## config.mk

```make
export PLATFORM = sky130hd
export DESIGN_NAME = object_scheduler_flat
export DESIGN_NICKNAME = d
export VERILOG_FILES = /design/src/rtl/game_pkg.sv /design/src/rtl/object_scheduler_if.sv /design/src/rtl/lfsr16.sv /design/src/rtl/object_scheduler.sv /design/src/flat_wrapper.sv
export SDC_FILE = /design/constraint.sdc
export NUM_CORES = 1
export LEC_CHECK = 0
export BUFFER_PORTS_ARGS = -buffer_cell sky130_fd_sc_hd__buf_2
export CAP_MARGIN = 25
export CELL_PAD_IN_SITES_DETAIL_PLACEMENT = 1
export CELL_PAD_IN_SITES_GLOBAL_PLACEMENT = 1
export CORE_UTILIZATION = 28
export CTS_CLUSTER_SIZE = 14
export DETAILED_ROUTE_END_ITERATION = 12
export PLACE_DENSITY_LB_ADDON = 0.1
export SYNTH_ARGS = -nofsm -noshare
export SYNTH_HDL_FRONTEND = slang
export SYNTH_SLANG_ARGS = --single-unit
```

## constraint.sdc

```tcl
create_clock -name clk -period 7.41 [get_ports clk]
set_clock_uncertainty 0.15 [all_clocks]
set_input_delay 1.482 -clock clk [delete_from_list [all_inputs] [get_ports clk]]
set_output_delay 1.482 -clock clk [all_outputs]
set_load 0.05 [all_outputs]
```

## src/rtl/game_pkg.sv

```systemverilog
`default_nettype none
// game_pkg: shared screen geometry, coordinate width, scheduler state encoding and LFSR taps.
package game_pkg;

  localparam int COORD_W  = 11;
  localparam int SCREEN_W = 640;
  localparam int SCREEN_H = 480;

  localparam logic [COORD_W-1:0] UNDEFINED_POSITION = 11'd1000;

  // Right-shifting Galois form of the x^16 + x^14 + x^13 + x^11 + 1 polynomial
  localparam logic [15:0] LFSR_TAPS = 16'hB400;

  typedef enum logic [1:0] {
    IDLE  = 2'd0,
    SCAN  = 2'd1,
    SPAWN = 2'd2
  } sched_state_t;

  function automatic logic [15:0] lfsr_next(input logic [15:0] cur);
    return cur[0] ? ((cur >> 1) ^ LFSR_TAPS) : (cur >> 1);
  endfunction

endpackage
`default_nettype wire

```

## src/rtl/object_scheduler_if.sv

```systemverilog
`default_nettype none
// object_scheduler_if: renderer-facing read port and legacy object_position bus.
interface object_scheduler_if
  import game_pkg::*;
#(
  parameter int N_OBJ = 4
);

  localparam int IDX_W = (N_OBJ > 1) ? $clog2(N_OBJ) : 1;

  logic [IDX_W-1:0]   rd_idx;
  logic               rd_valid;
  logic [COORD_W-1:0] rd_x;
  logic [COORD_W-1:0] rd_y;
  logic [COORD_W-1:0] object_position;

  modport master (output rd_idx, input rd_valid, rd_x, rd_y, object_position);
  modport slave  (input rd_idx, output rd_valid, rd_x, rd_y, object_position);

endinterface
`default_nettype wire

```

## src/rtl/lfsr16.sv

```systemverilog
`default_nettype none
// lfsr16: free-running 16-bit Galois LFSR, advances every clock out of reset.
module lfsr16
  import game_pkg::*;
#(
  parameter logic [15:0] SEED = 16'hACE1
) (
  input  logic        clk,
  input  logic        reset_n,
  output logic [15:0] state
);

  always_ff @(posedge clk or negedge reset_n) begin
    if (!reset_n) state <= SEED;
    else          state <= lfsr_next(state);
  end

endmodule
`default_nettype wire

```

## src/rtl/object_scheduler.sv

```systemverilog
`default_nettype none
// object_scheduler: per-frame spawn/move/retire/collision sweep over the falling-object table.
// Optional: define SCORE_EN to build the saturating 16-bit dodge counter on the score port.
module object_scheduler
  import game_pkg::*;
#(
  parameter int          N_OBJ        = 4,
  parameter int          OBJ_W        = 50,
  parameter int          OBJ_H        = 22,
  parameter int          SPEED        = 2,
  parameter int          SPAWN_PERIOD = 30,
  parameter int          SCREEN_W     = game_pkg::SCREEN_W,
  parameter int          SCREEN_H     = game_pkg::SCREEN_H,
  parameter int          PLANE_Y      = 430,
  parameter int          PLANE_W      = 40,
  parameter int          LIVES_INIT   = 3,
  parameter logic [15:0] LFSR_SEED    = 16'hACE1
) (
  input  logic                clk,
  input  logic                reset_n,
  input  logic                enable,
  input  logic                v_sync,
  input  logic [COORD_W-1:0]  plane_x,
  object_scheduler_if.slave   rd_bus,
  output logic                hit,
  output logic [1:0]          lives,
  output logic                game_over,
  output logic                busy,
  output logic [15:0]         score
);

  localparam int IDX_W = (N_OBJ > 1) ? $clog2(N_OBJ) : 1;
  localparam int TMR_W = (SPAWN_PERIOD > 1) ? $clog2(SPAWN_PERIOD) : 1;

  localparam logic [COORD_W-1:0] OBJ_W_PX    = COORD_W'(OBJ_W);
  localparam logic [COORD_W-1:0] OBJ_H_PX    = COORD_W'(OBJ_H);
  localparam logic [COORD_W-1:0] SPEED_PX    = COORD_W'(SPEED);
  localparam logic [COORD_W-1:0] PLANE_Y_PX  = COORD_W'(PLANE_Y);
  localparam logic [COORD_W-1:0] PLANE_W_PX  = COORD_W'(PLANE_W);
  localparam logic [COORD_W-1:0] SCREEN_H_PX = COORD_W'(SCREEN_H);
  localparam logic [COORD_W-1:0] SPAWN_X_MAX = COORD_W'(SCREEN_W - OBJ_W);
  localparam logic [IDX_W-1:0]   LAST_IDX    = IDX_W'(N_OBJ - 1);
  localparam logic [TMR_W-1:0]   TMR_LAST    = TMR_W'(SPAWN_PERIOD - 1);

  sched_state_t       state;
  logic [IDX_W-1:0]   idx;
  logic               obj_valid [N_OBJ];
  logic [COORD_W-1:0] obj_x     [N_OBJ];
  logic [COORD_W-1:0] obj_y     [N_OBJ];
  logic [TMR_W-1:0]   spawn_timer;
  logic               vs_prev;
  logic [15:0]        lfsr_state;
  logic               unused_lfsr_bits;

  logic               frame_start;
  logic               collide;
  logic               off_screen;
  logic               have_free;
  logic [IDX_W-1:0]   free_idx;
  logic [COORD_W-1:0] y_new;
  logic [COORD_W-1:0] raw_x;
  logic [COORD_W-1:0] spawn_x;

  lfsr16 #(.SEED(LFSR_SEED)) u_lfsr (
    .clk     (clk),
    .reset_n (reset_n),
    .state   (lfsr_state)
  );

  assign unused_lfsr_bits = ^lfsr_state[15:10];

  assign frame_start = vs_prev & ~v_sync;
  assign y_new       = obj_y[idx] + SPEED_PX;
  assign collide     = (y_new + OBJ_H_PX > PLANE_Y_PX)
                    && (obj_x[idx] < plane_x + PLANE_W_PX)
                    && (plane_x < obj_x[idx] + OBJ_W_PX);
  assign off_screen  = (y_new >= SCREEN_H_PX);
  // One conditional subtract folds the 10-bit random value into 0..SCREEN_W-OBJ_W
  assign raw_x       = {1'b0, lfsr_state[9:0]};
  assign spawn_x     = (raw_x > SPAWN_X_MAX) ? (raw_x - SPAWN_X_MAX) : raw_x;

  always_comb begin
    have_free = 1'b0;
    free_idx  = '0;
    for (int i = N_OBJ - 1; i >= 0; i--) begin
      if (!obj_valid[i]) begin
        have_free = 1'b1;
        free_idx  = IDX_W'(i);
      end
    end
  end

  always_ff @(posedge clk or negedge reset_n) begin
    if (!reset_n) begin
      state                  <= IDLE;
      idx                    <= '0;
      spawn_timer            <= '0;
      vs_prev                <= 1'b0;
      hit                    <= 1'b0;
      lives                  <= 2'(LIVES_INIT);
      game_over              <= 1'b0;
      busy                   <= 1'b0;
      rd_bus.object_position <= UNDEFINED_POSITION;
      for (int i = 0; i < N_OBJ; i++) begin
        obj_valid[i] <= 1'b0;
        obj_x[i]     <= '0;
        obj_y[i]     <= '0;
      end
    end else begin
      vs_prev <= v_sync;
      hit     <= 1'b0;
      case (state)
        IDLE: begin
          if (frame_start && enable && !game_over) begin
            state <= SCAN;
            idx   <= '0;
            busy  <= 1'b1;
          end
        end
        SCAN: begin
          if (obj_valid[idx]) begin
            if (collide) begin
              obj_valid[idx] <= 1'b0;
              hit            <= 1'b1;
              if (lives != 2'd0) lives <= lives - 2'd1;
              if (lives <= 2'd1) game_over <= 1'b1;
            end else if (off_screen) begin
              obj_valid[idx] <= 1'b0;
            end else begin
              obj_y[idx] <= y_new;
            end
          end
          if (idx == LAST_IDX) state <= SPAWN;
          else                 idx   <= idx + 1'b1;
        end
        SPAWN: begin
          state <= IDLE;
          busy  <= 1'b0;
          if (spawn_timer == TMR_LAST) begin
            spawn_timer <= '0;
            if (have_free) begin
              obj_valid[free_idx]    <= 1'b1;
              obj_x[free_idx]        <= spawn_x;
              obj_y[free_idx]        <= '0;
              rd_bus.object_position <= spawn_x;
            end
          end else begin
            spawn_timer <= spawn_timer + 1'b1;
          end
        end
        default: begin
          state <= IDLE;
          busy  <= 1'b0;
        end
      endcase
    end
  end

  always_ff @(posedge clk or negedge reset_n) begin
    if (!reset_n) begin
      rd_bus.rd_valid <= 1'b0;
      rd_bus.rd_x     <= '0;
      rd_bus.rd_y     <= '0;
    end else begin
      rd_bus.rd_valid <= obj_valid[rd_bus.rd_idx];
      rd_bus.rd_x     <= obj_x[rd_bus.rd_idx];
      rd_bus.rd_y     <= obj_y[rd_bus.rd_idx];
    end
  end

`ifdef SCORE_EN
  logic [15:0] score_cnt;

  always_ff @(posedge clk or negedge reset_n) begin
    if (!reset_n) begin
      score_cnt <= '0;
    end else if (state == SCAN && obj_valid[idx] && !collide && off_screen
                 && score_cnt != 16'hFFFF) begin
      score_cnt <= score_cnt + 16'd1;
    end
  end

  assign score = score_cnt;
`else
  assign score = '0;
`endif

endmodule
`default_nettype wire

```

## src/flat_wrapper.sv

```systemverilog
// flat-port wrapper written by rule: the top's interface ports become plain ports
module object_scheduler_flat import game_pkg::*;
#(
  parameter int          N_OBJ        = 4,
  parameter int          OBJ_W        = 50,
  parameter int          OBJ_H        = 22,
  parameter int          SPEED        = 2,
  parameter int          SPAWN_PERIOD = 30,
  parameter int          SCREEN_W     = game_pkg::SCREEN_W,
  parameter int          SCREEN_H     = game_pkg::SCREEN_H,
  parameter int          PLANE_Y      = 430,
  parameter int          PLANE_W      = 40,
  parameter int          LIVES_INIT   = 3,
  parameter logic [15:0] LFSR_SEED    = 16'hACE1
)
  (clk, reset_n, enable, v_sync, plane_x, hit, lives, game_over, busy, score, rd_bus_rd_idx, rd_bus_rd_valid, rd_bus_rd_x, rd_bus_rd_y, rd_bus_object_position);
  object_scheduler_if #(.N_OBJ(N_OBJ)) rd_bus_i ();
  input  logic clk;
  input  logic reset_n;
  input  logic enable;
  input  logic v_sync;
  input  logic [COORD_W-1:0] plane_x;
  output logic hit;
  output logic [1:0] lives;
  output logic game_over;
  output logic busy;
  output logic [15:0] score;
  input wire logic [$bits(rd_bus_i.rd_idx)-1:0] rd_bus_rd_idx;
  output wire logic [$bits(rd_bus_i.rd_valid)-1:0] rd_bus_rd_valid;
  output wire logic [$bits(rd_bus_i.rd_x)-1:0] rd_bus_rd_x;
  output wire logic [$bits(rd_bus_i.rd_y)-1:0] rd_bus_rd_y;
  output wire logic [$bits(rd_bus_i.object_position)-1:0] rd_bus_object_position;
  assign rd_bus_i.rd_idx = rd_bus_rd_idx;
  assign rd_bus_rd_valid = rd_bus_i.rd_valid;
  assign rd_bus_rd_x = rd_bus_i.rd_x;
  assign rd_bus_rd_y = rd_bus_i.rd_y;
  assign rd_bus_object_position = rd_bus_i.object_position;
  object_scheduler #(.N_OBJ(N_OBJ), .OBJ_W(OBJ_W), .OBJ_H(OBJ_H), .SPEED(SPEED), .SPAWN_PERIOD(SPAWN_PERIOD), .SCREEN_W(SCREEN_W), .SCREEN_H(SCREEN_H), .PLANE_Y(PLANE_Y), .PLANE_W(PLANE_W), .LIVES_INIT(LIVES_INIT), .LFSR_SEED(LFSR_SEED)) u_core (.clk(clk), .reset_n(reset_n), .enable(enable), .v_sync(v_sync), .plane_x(plane_x), .rd_bus(rd_bus_i), .hit(hit), .lives(lives), .game_over(game_over), .busy(busy), .score(score));
endmodule
```

==> metrics.md <==
| Metric | Value |
|---|---|
| Pleak | 4.313 nW |
| Routed WL | 23.38 mm |
| Peak VDD IR | 0.0001164 V |
| Drt via density | 5.105 |
| Post-synth ARST share | 1.000 |
| Final setup TNS | 0 ps |
| Crit path kind | reg2reg |
| Vias in the first global route | 6,287 |
| CTS Buf Count | 17 |
| CP Depth | 14 |
| Area delta synth->final | 13.55% |
| CTS Root Cell | clkbuf_16 |
| CP required | 7620 ps |
| Pin count of the biggest net entering global routing | 92 |
| Mapped cell area | 8534 µm² |
| Gr usage total | 0.1589 |
| NetSw | 1.022 mW |
| Internal power | 1.733 mW |
| Family with the most delay on the worst path | compound AO/OA/AOI/OAI gates |
| Ys flop type | dfrtp_1 |
| Max Slew Vio Count | 0 |
| Share of layout cells above drive strength 1 | 0.2679 |
| Clock net sink count | 157 |
| CP max stage delay | 1040 ps |
| 1st-iter DRT viols | 256 |
| Worst-path fanout max | 13 |
| Core Region | 29,800 µm² |
| Max Buffers Root-to-Sink | 2 |
| Synth cell types | 67 |
| Row count | 63 |
| RSZ-0062 raised after global routing | false |
| Actual slew at the worst max-slew pin | 1334 ps |
| Maxcap violations | 0 |
| Slowest library cell on the worst path | a22oi_1 |
| Fmax | 0.1773 GHz |
| Tcrit/Tclk final | 0.7611 |
| GR Overflow Total | 0 |
| Rel. slew slack | 0.1110 |
| Routed WL per cell | 20.42 µm |
| Synth top area share | 0.4134 |
| CP Buf/Inv Count | 0 |
| Synth cell count leaders | dfrtp_1, nand2_1, mux4_2, ha_1, mux2_2 |
| Syn Area/Cell | 12.23 µm² |
| Tmin final | 5640 ps |
| Post-CTS setup buffers | 0 |
| Post-CTS Hold Buffers | 0 |
| Synth Instances | 698 |
| Top-count cell post-synth | dfrtp_1 |
| Area after DPL | 9109 µm² |
| DR DRC count | 0 |
| Synth warn | 0 |
| Worst reg2reg setup slack | 1770 ps |
| CP Launch Type | flip-flop |
| H-Tree Level Count | 4 |
| Critical Path, Cell by Cell | mux4_2, and3_1, nor3_1, nor2_1, xnor2_1, ha_1, a21o_1, a21oi_1, o221ai_1, a211oi_1, a41o_1, nand3_4, a22oi_1, and2_1 |
| Final Setup Violations | 0 |
| Final hold vios | 0 |
| Initial antenna violation count | 1 |
| CTS tree | done |
| Hold path depth | 0 |
| Port Buf Inserts | 55 |
| Worst-path clk slew | 70 ps |
| DP HPWL | 16.64 mm |
| Die ar. | 31,180 µm² |
| Status | finished clean |
| TritonRoute pass-1 iters | 4 |
| Fin nets | 796 |
| Die Height | 176.6 µm |
| First-pass GRT wire length | 37.28 mm |
| HP Class | reg2reg |
| Synthesized flop and latch total | 157 |
| Sequential fraction of design power | 0.375 |
| I/O pin count | 72 |
| Synth top area cells | dfrtp_1, mux4_2, ha_1, dfstp_2, mux2_2 |
| Clock share of power | 0.313 |
| Initial core utilization | 0.2864 |
| PostCTS Resize Cnt | 0 |
| Chip width | 176.6 µm |
| Seq/Total Area, Yosys | 0.4627 |
| Sw frac | 0.3710 |
| Post-synth EDFFs | 0 |
| Final ANT Viol Nets | 0 |
| Post-Layout Inst Area | 9691 µm² |
| PwrDens | 284.3 nW/µm² |
| R2R depth | 14 |
| Dominant cell type by area after synthesis | dfrtp_1 |
| Clk_lat worst skew | 420 ps |
| CP Data Arrival Time | 5850 ps |
| Critical Path End Type | flip-flop |
| Gp weighted congestion | 0.7691 |
| Via Count | 5,845 |
| Comb pwr share | 0.312 |
## power by group through the flow
stage                     logic [mW]  clock network [mW]  registers, mW
after global routing           0.935               0.928           1.05
after CTS                      0.865               0.894           1.03
final                          0.859               0.863           1.03
after global placement         0.845                   0           1.05
after detailed placement       0.861                   0           1.05
after floorplan                0.629                   0           1.05
## per-layer routing
metal  global-route usage  wire length, µm
met4              0.04598              301
met1               0.2237            11490
met2               0.2475            10780
met3              0.02950              811
met5                    0                0
## registers in the layout (all words and copies together) (netlist names), 2 cells and up
name	count
u_core.obj_x	44
u_core.obj_y	44
u_core.u_lfsr.state	16
u_core.rd_bus.object_position	11
u_core.rd_bus.rd_x	11
u_core.rd_bus.rd_y	11
u_core.spawn_timer	5
u_core.obj_valid	4
u_core.idx	2
u_core.lives	2
u_core.state	2
## worst register-to-register path, stage by stage, from the launching register on
cell and delay [ps]:
dfrtp_1 910, mux4_2 670, and3_1 230, nor3_1 360
nor2_1 120, xnor2_1 220, ha_1 290, a21o_1 170
a21oi_1 150, o221ai_1 200, a211oi_1 360, a41o_1 330
nand3_4 150, a22oi_1 1040, and2_1 240
## area by class of cell
| type | count | area, µm² |
|---|---|---|
| diodes | 1 | 2.502 |
| fillers | 3236 | 20110 |
| clock inverters | 12 | 112.6 |
| inverters | 21 | 78.83 |
| flip-flops and latches | 157 | 3949 |
| clock buffers | 20 | 466.7 |
| multi-input cells | 484 | 4274 |
| repair buffers | 60 | 319.1 |
| well taps | 390 | 488.0 |
## final timing paths
path,start,end
setup / recovery,u_core.idx[0],u_core.obj_y[43]
hold / removal,u_core.u_lfsr.state[12],u_core.u_lfsr.state[11]
setup reg to reg,u_core.idx[0],u_core.obj_y[43]
hold reg to reg,u_core.u_lfsr.state[12],u_core.u_lfsr.state[11]
max in group asynchronous,reset_n,u_core.obj_x[34]
min in group asynchronous,reset_n,u_core.rd_bus.rd_y[6]
## stage by stage
step                      hold slack (ps)  setup slack [ps]  cells  total power, mW    util
after floorplan                     183.0              2600    713            1.681       -
after global placement              196.7              1652   1110            1.892  0.3052
after detailed placement            191.8              1609   1112            1.910  0.3057
after CTS                           207.9              1660   1144            2.793  0.3251
after global routing                222.6              1310   1144            2.912  0.3251
final                               205.7              1770   1145            2.755  0.3252
## cells by family (layout without fill, tap and decap cells)
family / after synthesis / after routing / synth area share
multiplexers: 91 / 91 / 0.1796
AO/OA/AOI/OAI: 142 / 142 / 0.1261
flip-flops: 157 / 157 / 0.4627
other: 1 / 17 / 0.0004394
XOR/XNOR: 32 / 32 / 0.03284
AND/OR/NAND/NOR: 165 / 165 / 0.09955
adder cells (fa/ha/maj): 38 / 38 / 0.05571
buffers and inverters: 72 / 113 / 0.04310
## cell usage in the layout, fill, tap and decap left out, types with 11 or more instances in the layout
cell type    n
clkbuf_16   17
o2bb2ai_1   30
o21ai_0     30
nor2_1      26
nand2_1     52
and2_1      11
mux2_2      37
dfstp_2     16
xnor2_1     19
a21oi_1     17
mux4_2      46
buf_2       54
xor2_1      13
nand3_1     19
ha_1        38
inv_1       21
conb_1      16
dfrtp_1    141
Power figures use the tool's default switching activity.
